### src/rtl/ntt_ctrl.sv
// ntt_ctrl: sequencing controller for an NTT / INVNTT / MULT / ADDSUB engine.
// Accepts a one-cycle start in IDLE, latches the operation mode, then counts
// cycles in RUN while generating coefficient-RAM read/write enables. It pulses
// done for one cycle and returns to IDLE.
//
// Ports:
//   clk          system clock, rising edge
//   rst_n        asynchronous active-low reset
//   start        request to begin an operation (sampled only in IDLE)
//   mode_in      requested operation: 0=NTT, 1=INVNTT, 2=MULT, 3=ADDSUB
//   mode         latched operation mode for the address generator
//   clk_counter  operation cycle count for the address generator
//   rd_en        coefficient-RAM read enable
//   wr_en        coefficient-RAM write enable
//   busy         high while in RUN
//   done         one-cycle completion pulse
module ntt_ctrl #(
   parameter int unsigned CNT_W = 8
) (
   input  logic             clk,
   input  logic             rst_n,
   input  logic             start,
   input  logic [1:0]       mode_in,
   output logic [1:0]       mode,
   output logic [CNT_W-1:0] clk_counter,
   output logic             rd_en,
   output logic             wr_en,
   output logic             busy,
   output logic             done
);

   localparam logic [1:0] StIdle = 2'd0;
   localparam logic [1:0] StRun  = 2'd1;
   localparam logic [1:0] StDone = 2'd2;

   logic [1:0]       state_q, state_d;
   logic [1:0]       mode_q, mode_d;
   logic [CNT_W-1:0] cnt_q, cnt_d;
   logic [CNT_W-1:0] rl, wl, last;

   // Per-mode read length, write latency and final count (rl + wl - 1).
   always_comb begin
      case (mode_q)
         2'd0, 2'd1: begin
            rl   = CNT_W'(224);
            wl   = CNT_W'(6);
            last = CNT_W'(229);
         end
         2'd2: begin
            rl   = CNT_W'(128);
            wl   = CNT_W'(12);
            last = CNT_W'(139);
         end
         default: begin
            rl   = CNT_W'(64);
            wl   = CNT_W'(4);
            last = CNT_W'(67);
         end
      endcase
   end

   always_comb begin
      state_d = state_q;
      mode_d  = mode_q;
      cnt_d   = cnt_q;
      case (state_q)
         StIdle: begin
            if (start) begin
               state_d = StRun;
               mode_d  = mode_in;
               cnt_d   = '0;
            end
         end
         StRun: begin
            // Counter saturates at last; the DONE transition takes over there.
            if (cnt_q == last) begin
               state_d = StDone;
            end else begin
               cnt_d = cnt_q + CNT_W'(1);
            end
         end
         StDone: begin
            // start is deliberately not sampled here.
            state_d = StIdle;
         end
         default: begin
            state_d = StIdle;
         end
      endcase
   end

   always_ff @(posedge clk or negedge rst_n) begin
      if (!rst_n) begin
         state_q <= StIdle;
         mode_q  <= 2'd0;
         cnt_q   <= '0;
      end else begin
         state_q <= state_d;
         mode_q  <= mode_d;
         cnt_q   <= cnt_d;
      end
   end

   always_comb begin
      busy        = (state_q == StRun);
      done        = (state_q == StDone);
      rd_en       = busy && (cnt_q < rl);
      wr_en       = busy && (cnt_q >= wl) && (cnt_q <= last);
      mode        = mode_q;
      clk_counter = cnt_q;
   end

endmodule
### config.mk
export PLATFORM = sky130hd
export DESIGN_NAME = ntt_ctrl
export DESIGN_NICKNAME = d
export VERILOG_FILES = /design/src/rtl/ntt_ctrl.sv
export SDC_FILE = /design/constraint.sdc
export NUM_CORES = 1
export LEC_CHECK = 0
export ABC_CLOCK_PERIOD_IN_PS = 3200
export CORE_MARGIN = 5
export CORE_UTILIZATION = 35
export CTS_CLUSTER_DIAMETER = 60
export DETAILED_ROUTE_END_ITERATION = 8
export DONT_BUFFER_PORTS = 1
export PLACE_DENSITY = 0.46
export SLEW_MARGIN = 5
export SYNTH_ARGS = -nofsm -noshare
export SYNTH_HDL_FRONTEND = slang
export SYNTH_SLANG_ARGS = --single-unit
### constraint.sdc
create_clock -name clk -period 3.2 [get_ports clk]
set_input_delay 0.64 -clock clk [delete_from_list [all_inputs] [get_ports clk]]
set_output_delay 0.64 -clock clk [all_outputs]
set_load 0.01 [all_outputs]
==> flow_summary.ini, run 1 <==
[status]
status = complete, no violations

[finish]
insertedDiodeCount = 0
syn_to_final_growth_pct = 5.99
final_area_um2 = 908
layout.nets = 105
post_route_cells_drive_above_1_share_pct = 14.4

[worst_setup_path]
path_buf_inv = 2
worstPathMaxFanout = 7
cp_slowest_cell = dfrtp_1
crit_required_ns = 2.56
cp.arrival_ns = 2.36
cp_common_cell = inv_1
worstSetupStartpointType = register
end_kind = primary output
path_class = reg -> out
cp_slowest_stage_delay_ns = 0.50
critPathTopFamily = simple AND/OR/NAND/NOR gates
crit_chain = inv_1, nor2_1, inv_1, ha_1, nand4_1, or2_2, a211oi_1

[floorplanning]
fp.dieH_um = 59.5
io-pin-count = 19
row_count = 18
die_w_um = 59.5
coreArea_um2 = 2410
start_util_pct = 35.6
die_area_um2 = 3540

[run]
max-cap-violations = 0

[sta]
slew_headroom_pct = 69.1
period_minus_slack_ns = 3.00
fin_crit_sh_pct = 93.8
fmax_ghz = 0.333
tightest_slew_ns = 0.460
setup_viol = 0
finalMaxSlewViolations = 0
finalClockSkew_ns = 0.00462
fin_tns_setup_ns = 0
rsz0062_at_grt = false
hold_viol_final = 0

[routing]
drt_iter0_drc = 17
via_per_inst = 5.83
postRouteAntennaNets = 0
drtPass1Iterations = 5
routedWlPerCell_um = 16.3
wl_mm = 1.96
route.detailed.drc = 0
num_vias = 699

[grt]
grt_pass1_vias = 640
grt_overflow_total = 0
grt_antenna_before_repair = 0
grt_max_degree = 13
grt_usage_pct = 12.1
grt_pass1_wl_mm = 3.11

[synthesis]
seq_area_frac_synth_pct = 35.0
synthTopCellsByCount = 12 x dfrtp_1, 10 x nand3_1, 9 x ha_1
yosysWarningCount = 0
synth_cells = 89
postSynth.asyncResetShare_pct = 100
synth_area_um2 = 857
synth_ff_type = dfrtp_1
synth-seq-cells = 12
synth_top_area_cell = dfrtp_1
synth_top_area_share_pct = 35.0
synth_edf_count = 0
synth.avg_cell_area_um2 = 9.63
yosysUniqueCellTypes = 34
synth.area.top_cells = dfrtp_1 35%, ha_1 13%, nand3_1 5.8%
yosysMostFrequentCell = dfrtp_1
synth.net_count = 103

[clock_network]
clock_latency_ns = 0.28
htreeDepth = 1
clockRootBuffer = clkbuf_4
cts_setup_buffers = 0
cts_tree = done
cts.path.max_buffers = 2
cts_resized = 0
cts_sinks = 12
ctsHoldBuffers = 0
numCtsBuffers = 3
path_clk_slew_ns = 0.08

[power]
ir_worst_vdd_uv = 187
power-per-cell-area_nw_per_um2 = 303
p_leak_uw = 0.000445

[place]
dp_hpwl_mm = 1.49
routabilityCongestion = 0.713
io_buffers = 0
placed_area_um2 = 872

[min_path]
hold_class = in -> async
## state kept, by name, summed over array words and instances, names as in the netlist
register	flops
mode	2
state_q	2
clk_counter	8
## through the flow
step	setup slack, ns	std cells	utilization (%)	hold slack [ns]	power (uW)
6_report	0.199	120	37.7	0.0468	275
3_5_place_dp	0.458	116	36.2	0.345	155
4_1_cts	0.145	120	37.7	0.0436	276
2_1_floorplan	0.770	89	-	0.344	155
5_1_grt	0.00302	120	37.7	0.0262	287
3_3_place_gp	0.603	116	36.2	0.345	155
## placed cells by master, fill, tap and decap left out, types with 2 or more instances in the layout
| cell | n |
|---|---|
| a21oi_1 | 7 |
| and3_1 | 2 |
| clkbuf_4 | 3 |
| dfrtp_1 | 12 |
| ha_1 | 9 |
| inv_1 | 6 |
| mux2_2 | 2 |
| nand2_1 | 7 |
| nand3_1 | 10 |
| nor2_1 | 3 |
| o211ai_1 | 2 |
| o21a_1 | 4 |
| o21ai_0 | 2 |
| or4_1 | 2 |
## where the power goes
group | internal, uW | total [uW] | switching (uW)
combinational | 0.0413 | 0.0416 | 0
sequential | 152 | 152 | 0
clock | 69.2 | 123 | 54.1
total | 221 | 275 | 54.1
## worst paths after layout
check | start | endpoint | slack [ns] | depth (start not counted)
hold / removal | rst_n | clk_counter[3]$_DFFE_PN0P_ | 0.05 | 0
hold reg to reg | mode[0]$_DFFE_PN0P_ | mode[0]$_DFFE_PN0P_ | 0.64 | 1
max in group asynchronous | rst_n | clk_counter[5]$_DFFE_PN0P_ | 3.08 | 0
setup reg to reg | mode[1]$_DFFE_PN0P_ | clk_counter[6]$_DFFE_PN0P_ | 1.13 | 8
setup / recovery | mode[1]$_DFFE_PN0P_ | wr_en | 0.20 | 7
min in group clk | mode_in[1] | mode[1]$_DFFE_PN0P_ | 0.50 | 1
## cells by family (layout without fill, tap and decap cells)
kind of cell	count (synthesis)	in the layout	share of synthesized area, %
fa+ha+maj	9	9	13.1
mux	2	2	2.63
simple gates	33	33	23.2
buf+inv	10	11	7.15
flops	12	12	35.0
compound gates	23	23	18.8
## area by class of cell
cell class | count | area [um^2]
Inverter | 7 | 38.8
Fill cell | 243 | 1500
Sequential cell | 12 | 300
Multi-Input combinational cell | 67 | 495
Tap cell | 30 | 37.5
Clock buffer | 4 | 36.3
## routing by layer
metal | GRT usage [%] | wire, um
met1 | 14.5 | 895
met3 | 3.49 | 113
met5 | 0 | 0
met2 | 19.3 | 900
met4 | 6.80 | 46
No activity file was read; power rests on OpenSTA's default activity.
==> run 2, diff against run 1 <==
Settings changed: CTS_BUF_LIST from default to sky130_fd_sc_hd__clkbuf_16.
==> flow_summary.ini, run 2 (synthesized netlist as in run 1, its figures left out) <==
[status]
status = complete, no violations

[clock_network]
cts_sinks = 12
cts_tree = done
path_clk_slew_ns = 0.04
cts.path.max_buffers = 2
clockRootBuffer = clkbuf_16
numCtsBuffers = 3
clock_latency_ns = 0.24
htreeDepth = 1
ctsHoldBuffers = 0
cts_resized = 0
cts_setup_buffers = 0

[finish]
insertedDiodeCount = 0
layout_commonest_cell = dfrtp_1
syn_to_final_growth_pct = 10.9
post-route-util_pct = 39.5
final_cell_mix = 12 x dfrtp_1, 10 x nand3_1, 9 x ha_1
largest_reg_flops = 8
layout.nets = 105
post_route_cells_drive_above_1_share_pct = 13.3

[floorplanning]
start_util_pct = 35.6
row_count = 18
coreArea_um2 = 2410
die_w_um = 59.5
die_area_um2 = 3540
fp.dieH_um = 59.5
io-pin-count = 19

[grt]
grt_pass1_vias = 644
grt_max_degree = 13
grt_antenna_before_repair = 0
grt_overflow_total = 0
grt_usage_pct = 12.5
grt_pass1_wl_mm = 3.18

[worst_setup_path]
path_class = reg -> out
end_kind = primary output
crit_required_ns = 2.56
worstSetupStartpointType = register
worstPathMaxFanout = 7
cp.arrival_ns = 2.31

[run]
max-cap-violations = 0

[place]
io_buffers = 0
dp_hpwl_mm = 1.49
routabilityCongestion = 0.713

[sta]
rsz0062_at_grt = false
whs_ns = 0.0964
period_minus_slack_ns = 2.95
finalMaxSlewViolations = 0
fin_tns_setup_ns = 0
finalClockSkew_ns = 0.00160
slew_headroom_pct = 69.1
hold_viol_final = 0
setup_viol = 0
fmax_ghz = 0.339
tightest_slew_ns = 0.460
fin_crit_sh_pct = 92.1

[min_path]
hold_class = in -> async

[power]
intPower_uw = 317
pwr-share-comb_pct = 0
p_sw_share_pct = 16.8
p_sw_uw = 64.0
p_leak_uw = 0.000463
ir_worst_vdd_uv = 193
power.share.sequential_pct = 40.0
power-per-cell-area_nw_per_um2 = 400
clockPowerShare_pct = 60.0

[routing]
postRouteAntennaNets = 0
drt_iter0_drc = 19
via_per_inst = 5.71
drtPass1Iterations = 4
route.detailed.drc = 0
routedWlPerCell_um = 16.2
wl_mm = 1.94
num_vias = 685
## run 2: power by group through the flow
stage	clock network, uW	logic, uW	registers, uW
after floorplan	0	0.0416	155
after global placement	0	0.0416	155
after detailed placement	0	0.0416	155
after CTS	232	0.0416	152
after global routing	249	0.0416	152
final	228	0.0416	152
## run 2: stage by stage
step	instance area, um^2	std cells	total power (uW)	worst slack [ns]
global route	951	120	401	0.0628
finish	951	120	381	0.252
global placement	872	116	155	0.603
CTS	951	120	385	0.198
floorplan	857	89	155	0.770
detailed placement	872	116	155	0.458
## run 2: worst paths after layout
| path | from | to | slack (ns) | cells past startpoint |
|---|---|---|---|---|
| max | mode[1]$_DFFE_PN0P_ | wr_en | 0.25 | 7 |
| min | rst_n | clk_counter[3]$_DFFE_PN0P_ | 0.1 | 0 |
| max reg2reg | mode[1]$_DFFE_PN0P_ | clk_counter[6]$_DFFE_PN0P_ | 1.14 | 8 |
| min reg2reg | mode[0]$_DFFE_PN0P_ | mode[0]$_DFFE_PN0P_ | 0.63 | 1 |
| max in group asynchronous | rst_n | mode[0]$_DFFE_PN0P_ | 3.03 | 0 |
| min in group clk | mode_in[1] | mode[1]$_DFFE_PN0P_ | 0.55 | 1 |
## run 2: cell type report
class	count	area, um^2
Sequential cell	12	300
Multi-Input combinational cell	67	495
Inverter	7	38.8
Clock inverter	1	3.75
Clock buffer	3	75.1
Tap cell	30	37.5
Fill cell	237	1460
## run 2: critical path, stage by stage, from the launching register on
cell      delay [ns]
dfrtp_1         0.48
inv_1           0.10
nor2_1          0.16
inv_1           0.07
ha_1            0.32
nand4_1         0.18
or2_2           0.34
a211oi_1        0.41
## run 2: layer usage
metal / vias up / global-route usage, % / routed length [um]
li1: 334 / - / -
met1: 334 / 14.8 / 893
met2: 13 / 19.5 / 895
met3: 4 / 4.79 / 113
met4: 0 / 6.80 / 38
met5: - / 0 / 0
==> run 3, diff against run 2 <==
Settings changed: CTS_CLUSTER_DIAMETER 60 to default, PLACE_DENSITY 0.46 to default.
==> flow_summary.ini, run 3 (synthesized netlist as in run 1, its figures left out) <==
[grt]
grt_usage_pct = 12.2
grt_pass1_wl_mm = 3.26
grt_max_degree = 13
grt_overflow_total = 0
grt_pass1_vias = 668
grt_antenna_before_repair = 0

[place]
routabilityCongestion = 0.826
placed_area_um2 = 872
dp_hpwl_mm = 1.51
place_inst = 116
io_buffers = 0

[sta]
fin_tns_setup_ns = 0
tightest_slew_ns = 0.394
finalClockSkew_ns = 0.00489
slew_headroom_pct = 73.6
setup_viol = 0
period_minus_slack_ns = 2.88
hold_viol_final = 0
rsz0062_at_grt = false
fin_crit_sh_pct = 90.0
finalMaxSlewViolations = 0
fmax_ghz = 0.347

[routing]
drtPass1Iterations = 4
routedWlPerCell_um = 15.9
route.detailed.drc = 0
postRouteAntennaNets = 0
wl_mm = 1.89
drt_iter0_drc = 21
via_per_inst = 5.75
num_vias = 684

[finish]
insertedDiodeCount = 0
final_cells = 119
post_route_cells_drive_above_1_share_pct = 13.5
layout.nets = 105
layout_commonest_cell = dfrtp_1
final_cell_mix = 12 x dfrtp_1, 10 x nand3_1, 9 x ha_1
largest_reg_flops = 8
post-route-util_pct = 39.3
syn_to_final_growth_pct = 10.5
final_area_um2 = 947

[floorplanning]
fp.dieH_um = 59.5
die_w_um = 59.5
start_util_pct = 35.6
coreArea_um2 = 2410
io-pin-count = 19
row_count = 18
die_area_um2 = 3540

[power]
intPower_uw = 314
pwr-share-comb_pct = 0
ir_worst_vdd_uv = 328
p_leak_uw = 0.000461
p_sw_share_pct = 15.2
clockPowerShare_pct = 58.9
power.share.sequential_pct = 41.1
p_sw_uw = 56.2
power-per-cell-area_nw_per_um2 = 391

[worst_setup_path]
r2r-start = mode[1]$_DFFE_PN0P_
path_class = reg -> out
cp.arrival_ns = 2.24
end_kind = primary output
worstPathMaxFanout = 7
startpoint = mode[1]$_DFFE_PN0P_
crit_required_ns = 2.56
worstSetupStartpointType = register

[clock_network]
clock_latency_ns = 0.23
cts_resized = 0
numCtsBuffers = 3
cts_tree = done
clockRootBuffer = clkbuf_16
ctsHoldBuffers = 0
cts.path.max_buffers = 2
cts_sinks = 12
cts_setup_buffers = 0
path_clk_slew_ns = 0.04
htreeDepth = 1

[min_path]
hold_class = in -> async

[status]
status = complete, no violations

[run]
max-cap-violations = 0
run 3: through the flow:
step,hold WS (ns),worst slack (ns),total power (uW)
final,0.0985,0.321,371
after global routing,0.0878,0.0865,386
after CTS,0.0961,0.295,374
after detailed placement,0.345,0.543,155
after global placement,0.345,0.621,155
after floorplan,0.344,0.770,155
run 3: worst paths after layout:
path	endpoint	depth (start not counted)	slack [ns]
max	wr_en	7	0.32
min	clk_counter[3]$_DFFE_PN0P_	0	0.1
max reg2reg	clk_counter[6]$_DFFE_PN0P_	8	1.13
min reg2reg	mode[0]$_DFFE_PN0P_	1	0.65
max in group asynchronous	clk_counter[7]$_DFFE_PN0P_	0	3.03
min in group clk	mode[1]$_DFFE_PN0P_	1	0.55
run 3: layer usage:
metal  share of wire, %  GRT usage [%]  up-vias
li1                   -              -      335
met1                 44           15.5      322
met2                 47           18.9       27
met3                8.5           5.88        0
met4                  0           1.94        0
met5                  0              0        -
run 3: power by group through the flow:
stage	clock, uW	sequential (uW)	combinational, uW
finish	218	152	0.0416
global route	233	152	0.0416
CTS	221	152	0.0416
detailed placement	0	155	0.0416
global placement	0	155	0.0416
floorplan	0	155	0.0416
run 3: cell type report:
cell class              instances  area, um^2
multi-input cells              67         495
inverters                       7        38.8
fillers                       233        1460
clock buffers                   3        75.1
flip-flops and latches         12         300
well taps                      30        37.5
run 3: critical path, cell delays in order (launching register included):
cell	delay, ns
dfrtp_1	0.50
inv_1	0.10
nor2_1	0.16
inv_1	0.06
ha_1	0.31
nand4_1	0.17
or2_2	0.34
a211oi_1	0.37
